[src/rtl/rx_pkt_ctrl.sv]
// rx_pkt_ctrl: packet-level controller for an 8-bit RX FIFO.
// Writes SOP/EOP-framed bytes into the FIFO and counts the packet length.
// It then hands the completed packet to the host one byte per request.
// A framing error, nested SOP, overrun or oversize packet flushes the FIFO.
//
// Ports:
//   clk, rst                  clock, synchronous active-high reset
//   rx_sop/rx_data_ready/     decoder framing strobes and byte
//   rx_byte/rx_eop/rx_error
//   fifo_full/fifo_empty/     FIFO status and head byte (first-word-fall-through)
//   fifo_r_data
//   fifo_w_enable/fifo_w_data FIFO write side (combinational)
//   fifo_r_enable             FIFO pop strobe (combinational)
//   host_rd_req               host request for the next byte
//   host_rd_data/host_rd_valid registered read byte, 1-cycle valid pulse
//   pkt_ready                 a complete packet is waiting (state DONE)
//   byte_count                bytes written / bytes still to be read
//   err_flag/overrun          sticky error flags
//   err_clr                   clears the sticky flags (a new error wins)
module rx_pkt_ctrl #(
    parameter int MAX_PKT = 64,
    parameter int CW      = 7
) (
    input  logic          clk,
    input  logic          rst,
    input  logic          rx_sop,
    input  logic          rx_data_ready,
    input  logic [7:0]    rx_byte,
    input  logic          rx_eop,
    input  logic          rx_error,
    input  logic          fifo_full,
    input  logic          fifo_empty,
    input  logic [7:0]    fifo_r_data,
    output logic          fifo_w_enable,
    output logic [7:0]    fifo_w_data,
    output logic          fifo_r_enable,
    input  logic          host_rd_req,
    output logic [7:0]    host_rd_data,
    output logic          host_rd_valid,
    output logic          pkt_ready,
    output logic [CW-1:0] byte_count,
    output logic          err_flag,
    output logic          overrun,
    input  logic          err_clr
);

    typedef enum logic [1:0] {IDLE, RECV, DONE, FLUSH} state_t;

    localparam logic [CW-1:0] MAX_CNT = CW'(MAX_PKT);

    state_t state;
    logic   room;
    logic   rx_abort;
    logic   rx_lost;
    logic   wr_ok;
    logic   host_pop;
    logic   flush_pop;
    logic   err_set;
    logic   ovr_set;

    always_comb begin
        room      = !fifo_full && (byte_count < MAX_CNT);
        // Error and nested SOP take priority over any same-cycle byte.
        rx_abort  = (state == RECV) && (rx_error || rx_sop);
        rx_lost   = (state == RECV) && !rx_abort && rx_data_ready && !room;
        wr_ok     = (state == RECV) && !rx_abort && rx_data_ready && room;
        host_pop  = (state == DONE) && host_rd_req && !fifo_empty && (byte_count != '0);
        flush_pop = (state == FLUSH) && !fifo_empty;
        err_set   = rx_abort || rx_lost;
        // An SOP arriving while a packet waits for the host is dropped but recorded.
        ovr_set   = rx_lost || ((state == DONE) && rx_sop);
    end

    assign fifo_w_enable = wr_ok;
    assign fifo_w_data   = rx_byte;
    assign fifo_r_enable = host_pop || flush_pop;
    assign pkt_ready     = (state == DONE);

    always_ff @(posedge clk) begin
        if (rst) begin
            state         <= IDLE;
            byte_count    <= '0;
            err_flag      <= 1'b0;
            overrun       <= 1'b0;
            host_rd_valid <= 1'b0;
            host_rd_data  <= 8'h00;
        end else begin
            host_rd_valid <= 1'b0;
            err_flag      <= err_set || (err_flag && !err_clr);
            overrun       <= ovr_set || (overrun && !err_clr);

            case (state)
                IDLE: begin
                    if (rx_sop) begin
                        state      <= RECV;
                        byte_count <= '0;
                    end
                end
                RECV: begin
                    if (rx_abort) begin
                        state <= FLUSH;
                    end else if (rx_data_ready) begin
                        if (room) begin
                            byte_count <= byte_count + CW'(1);
                            if (rx_eop) state <= DONE;
                        end else begin
                            state <= FLUSH;
                        end
                    end else if (rx_eop) begin
                        state <= (byte_count == '0) ? IDLE : DONE;
                    end
                end
                DONE: begin
                    if (byte_count == '0) begin
                        state <= IDLE;
                    end else if (host_pop) begin
                        host_rd_data  <= fifo_r_data;
                        host_rd_valid <= 1'b1;
                        byte_count    <= byte_count - CW'(1);
                    end
                end
                FLUSH: begin
                    byte_count <= '0;
                    if (fifo_empty) state <= IDLE;
                end
                default: state <= IDLE;
            endcase
        end
    end

endmodule

[config.mk]
export PLATFORM = sky130hd
export DESIGN_NAME = rx_pkt_ctrl
export DESIGN_NICKNAME = d
export VERILOG_FILES = /design/src/rtl/rx_pkt_ctrl.sv
export SDC_FILE = /design/constraint.sdc
export NUM_CORES = 1
export LEC_CHECK = 0
export CAP_MARGIN = 30
export CORE_UTILIZATION = 50
export CTS_CLUSTER_DIAMETER = 100
export DETAILED_ROUTE_END_ITERATION = 10
export DONT_BUFFER_PORTS = 1
export SYNTH_ARGS = -nofsm -noshare
export SYNTH_HDL_FRONTEND = slang
export SYNTH_SLANG_ARGS = --single-unit
[constraint.sdc]
create_clock -name clk -period 3.75 [get_ports clk]
set_clock_uncertainty 0.1 [all_clocks]
set_input_delay 0.1875 -clock clk [delete_from_list [all_inputs] [get_ports clk]]
set_output_delay 0.1875 -clock clk [all_outputs]
set_load 0.02 [all_outputs]
Word-level counts from Yosys, hierarchy flattened

Cells that the tools add are included.

Bits in registers: 20
Logic and storage cells: 73

Add/subtract/negate cells: 2
Order comparisons: 1
Eq/ne operators: 13
Multiplexer cells: 18
Bitwise gates (word level): 2
Reductions and logical operators: 31

Operators by type and width:

| kind                  | number |
|---|---|
| $mux W7               | 6 |
| $pmux W7 S4           | 1 |
| $mux W2               | 9 |
| $logic_and A1 B1 Y1   | 13 |
| $ne A2 B2 Y1 const B  | 6 |
| $ne A4 B4 Y1 const B  | 2 |
| $pmux W2 S4           | 1 |
| $add A7 B1 Y7 const B | 1 |
| $logic_not A7 Y1      | 1 |
| $lt A7 B7 Y1 const B  | 1 |
| $reduce_bool A7 Y1    | 1 |
| $sub A7 B1 Y7 const B | 1 |
| $logic_or A1 B1 Y1    | 6 |
| $reduce_and A6 Y1     | 1 |
| $logic_not A1 Y1      | 5 |
| $reduce_and A5 Y1     | 1 |
| $eq A2 B2 Y1 const B  | 2 |
| $ne A2 B1 Y1 const B  | 2 |
| $reduce_and A3 Y1     | 1 |
| $reduce_or A3 Y1      | 1 |
| $eq A2 B1 Y1 const B  | 1 |
| $logic_not A2 Y1      | 1 |
| $not A1 Y1            | 2 |
| $mux W1               | 1 |

Longest topological paths before layout

Depth after elaboration: 8
Mapped depth: 11

Worst setup path before layout

Ideal clock, no wire load.

Path type: reg2reg
Start point: register state[0]
End point: register byte_count[6]
Data arrival time: 2.798 ns
Path slack: 0.729 ns
Cell stages (with the launch flop): 12
Period minus slack after synthesis: 3.021 ns
Cell sequence: dfxtp_1 inv_1 ha_1 clkbuf_1 clkbuf_1 xor2_1 ha_1 a21boi_0 o22a_1 a211oi_1 o311a_1 a311o_2

Cells in the longest elaborated chain, start to end: 6

Ends and longest elaborated chain:

| what                              | RTL line | source |
|---|---|---|
| start: declaration                | 51       | `state_t state;` |
| start signal: assignment          | 110      | `state <= (byte_count == '0) ? IDLE : DONE;` |
| $eq A2 B2 Y1 (*)                  | n/a      |  |
| net pkt_ready                     | 40       | `output logic pkt_ready,` |
| $logic_and A1 B1 Y1 (3 in series) | 67       | `host_pop = (state == DONE) && host_rd_req && !fifo_empty && (byte_count != '0);` |
| $ne A2 B1 Y1 (no line)            | n/a      |  |
| $reduce_and A6 Y1 (no line)       | n/a      |  |
| end signal: assignment            | 104      | `byte_count <= byte_count + CW'(1);` |
| end signal: assignment            | 119      | `byte_count <= byte_count - CW'(1);` |
| end: declaration                  | 41       | `output logic [CW-1:0] byte_count,` |

Mark *: on every way through the listed nets, which the timed path passes. The rest lies on a longest branch.
A chain may end at the register's enable or synchronous reset.

Final worst setup path

Start point: register state[1]
End point: output port fifo_w_enable

Cells in the longest elaborated chain, start to end: 6

Ends and longest elaborated chain:

| what                                  | RTL line | source |
|---|---|---|
| $eq A2 B1 Y1 (*)                      | 64, 66   |  |
| $logic_and A1 B1 Y1                   | 64       | `rx_abort = (state == RECV) && (rx_error \|\| rx_sop);` |
| $logic_not A1 Y1                      | 66       | `wr_ok = (state == RECV) && !rx_abort && rx_data_ready && room;` |
| $logic_and A1 B1 Y1 (*) (3 in series) | 66       |  |
| end: declaration                      | 34       | `output logic fifo_w_enable,` |

Mark *: on every way between the ends. The rest lies on a longest branch, timed or not.

==> summary.md <==
| Metric | Value |
|---|---|
| Antenna fix cells | `0` |
| Data required time of the critical path | `3460 ps` |
| Number of nets at the end of the flow | `198` |
| Layout cell share with drive strength beyond 1 | `0.06707` |
| Vias in the first global route | `1169` |
| # rows | `18` |
| Port-buffer cells | `0` |
| Routed Wire Length | `3.246 mm` |
| Synthesized Nets | `198` |
| Result of the run | `finished, final reports clean` |
| Max Slew Vio Count | `0` |
| PwrDens | `440.1 mW/mm^2` |
| Antenna violations before repair | `0` |
| Series of cell instances along the critical path | `inv_1 > ha_1 > or3b_2 > nor4b_1` |
| Routed vias/inst | `6.268` |
| Most frequently used flop master after synthesis | `dfxtp_1` |
| Die area | `0.002925 sq mm` |
| Placer Congestion | `0.8883` |
| Overall die height | `54.08 um` |
| Number of gates resized after cts | `0` |
| TritonRoute pass-1 iters | `4` |
| Commonest cells in the synthesized netlist | `dfxtp_1, nor2_1, a21oi_1, nand2_1` |
| CTS max path bufs | `2` |
| Post-DP HPWL | `2.166 mm` |
| Layout Area Growth over Synthesis | `8.487%` |
| Worst supply voltage drop on vdd | `0.0004152 V` |
| Post-place setup slack | `1275 ps` |
| Average instance area after synthesis | `8.220 sq um` |
| Num ports | `55` |
| Critical Path End Type | `output port` |
| Warning count from the yosys run | `0` |
| Leakage | `0.6254 nW` |
| Total number of H-tree levels | `1` |
| Maximum capacitance violations | `0` |
| Max stage delay cell, worst path | `nor4b_1` |
| Class of the worst hold path | `in -> reg` |
| Clock latency reported for the late side of the worst-skew pair | `310 ps` |
| Final-layout setup total negative slack | `0 ps` |
| Cell accounting for the most synthesized area | `dfxtp_1` |
| Main area contributors after synthesis | `dfxtp_1, mux2i_1, ha_1` |
| Final Hold Vio Count | `0` |
| Clock tree from TritonCTS | `yes` |
| Global-route wire length before repair | `5.064 mm` |
| DRC violation total after the first TritonRoute iteration | `23` |
| Number of synthesized flops with an enable pin | `0` |
| Maximum number of pins on one net before global-route repair | `21` |
| Peak clock frequency supported by timing | `382.8 MHz` |
| Critical path arrival | `2320 ps` |
| Portion of the post-synthesis area used by sequential elements | `0.2952` |
| Unrepaired setup endpoints after global routing | `false` |
| Max-slew headroom at the worst pin | `0.3141` |
| Post-synthesis async set-or-reset flop share | `0` |
| Final Core Density | `0.5833` |
| Overall via count from detail_route | `1216` |
| FF+latch count, synth | `20` |
| Worst setup margin | `1138 ps` |
| Initial standard-cell utilization of the core | `0.5377` |
| Most repeated cell in the gate-level netlist after synthesis | `dfxtp_1` |
| Total core area | `0.002522 sq mm` |
| Type of the worst setup path | `reg -> out` |
| Clock transition at the registers of the reported paths | `120 ps` |
| Residual overflow from global routing | `0` |
| Setup slack of the most critical reg-to-reg path | `1230 ps` |
| Maximum fanout along the worst path | `6` |
| Crit path largest cell delay | `780 ps` |
| Number of buffers created by CTS | `3` |
| Remaining routing DRC violations | `0` |
| Unique masters post-synth | `48` |
| Kind of launch point of the worst setup path | `flop` |
| Number of setup violations in the final report | `0` |
| Avg WL per Cell | `16.73 um` |
| Total global routing track utilization | `0.2394` |
| Period Utilization, post-route | `0.6966` |
| Final critical path time including I/O delays and setup | `2612 ps` |
| Total power | `0.6476 mW` |
| Root Buffer Master | `clkbuf_4` |
| Netlist area before placement | `0.001356 sq mm` |
| Fill cell instance count of the final layout | `235` |
| Yosys top cell area share | `0.2952` |
| Clock tree sinks | `20` |
| Hold slack | `68.52 ps` |
| Synthesized instance count | `165` |
| Chip width | `54.08 um` |
| Worst-Margin Slew | `1029 ps` |
| Number of nets still failing antenna checks after routing | `0` |
==> cells by family (layout without fill, tap and decap cells) <==
kind of cell,after synthesis,in the layout,share of synthesized area
compound gates,39,39,0.2076
xor+xnor,3,3,0.01938
fa+ha+maj,7,7,0.06457
buf+inv,27,26,0.1006
flops,20,20,0.2952
mux,9,9,0.06642
simple gates,60,60,0.2463
==> timing repair <==
action | CTS | global route
setup buffers | 0 | 0
hold endpoints to repair | 19 | 0
hold buffers | 12 | 0
endpoints found under the setup margin | 0 | 0
==> worst max-delay path: cells and delay by family, from the launching register on <==
kind | cells | cell delay (ps)
fa+ha+maj | 1 | 250
buf+inv | 1 | 90
flops | 1 | 370
simple gates | 2 | 1300
==> cells in the final DEF, fill, tap and decap left out, drive strengths merged, types with 2 or more instances in the layout <==
master and n:
dfxtp 20, nor2 13, dlygate4sd3 12, nand2 10, a21oi 10, inv 9, nand3 9, mux2i 9
ha 7, o21ai 5, nor2b 4, nand2b 4, nor3b 4, nor3 3, clkbuf 3, nor4 3
xor2 2, a211oi 2, nand3b 2, and3b 2, o211ai 2, a21boi 2, o22a 2
==> layer usage <==
layer | GRT usage | vias up | share of wire
li1 | - | 586 | -
met1 | 0.2857 | 565 | 0.42
met2 | 0.4115 | 55 | 0.48
met3 | 0.05650 | 10 | 0.077
met4 | 0.08974 | 0 | 0.019
met5 | 0 | - | 0
==> through the flow <==
stage	instance area (sq um)	instances
after global routing	1471	194
after floorplan	1356	165
after global placement	1299	178
after CTS	1471	194
final	1471	194
after detailed placement	1299	178
==> path summary, 6_finish.rpt <==
path                                      end  depth (start not counted)           from
worst max-delay path            fifo_w_enable                          4       state[1]
worst min-delay path                 state[1]                          3  rx_data_ready
worst max register to register  byte_count[4]                          7  byte_count[1]
worst min register to register       state[0]                          2       state[0]
==> where the power goes <==
group,internal (mW),switching (mW)
logic,0.0848,0.122
clock network,0.108,0.0719
registers,0.227,0.0345
==> registers in the layout, summed over array words and instances, names as in the netlist <==
name / flops
err_flag: 1
state: 2
host_rd_valid: 1
host_rd_data: 8
overrun: 1
byte_count: 7
==> area by class of cell <==
class	count	area, sq um	area share
clock buffer	3	22.52	0.01531
timing repair buffer	13	127.6	0.08673
tap	30	37.54	0.02551
clock inverter	1	30.03	0.02041
inverter	9	33.78	0.02296
multi-input combinational	118	819.5	0.5570
sequential	20	400.4	0.2721
Note: power is estimated with default switching activity, not from simulation.
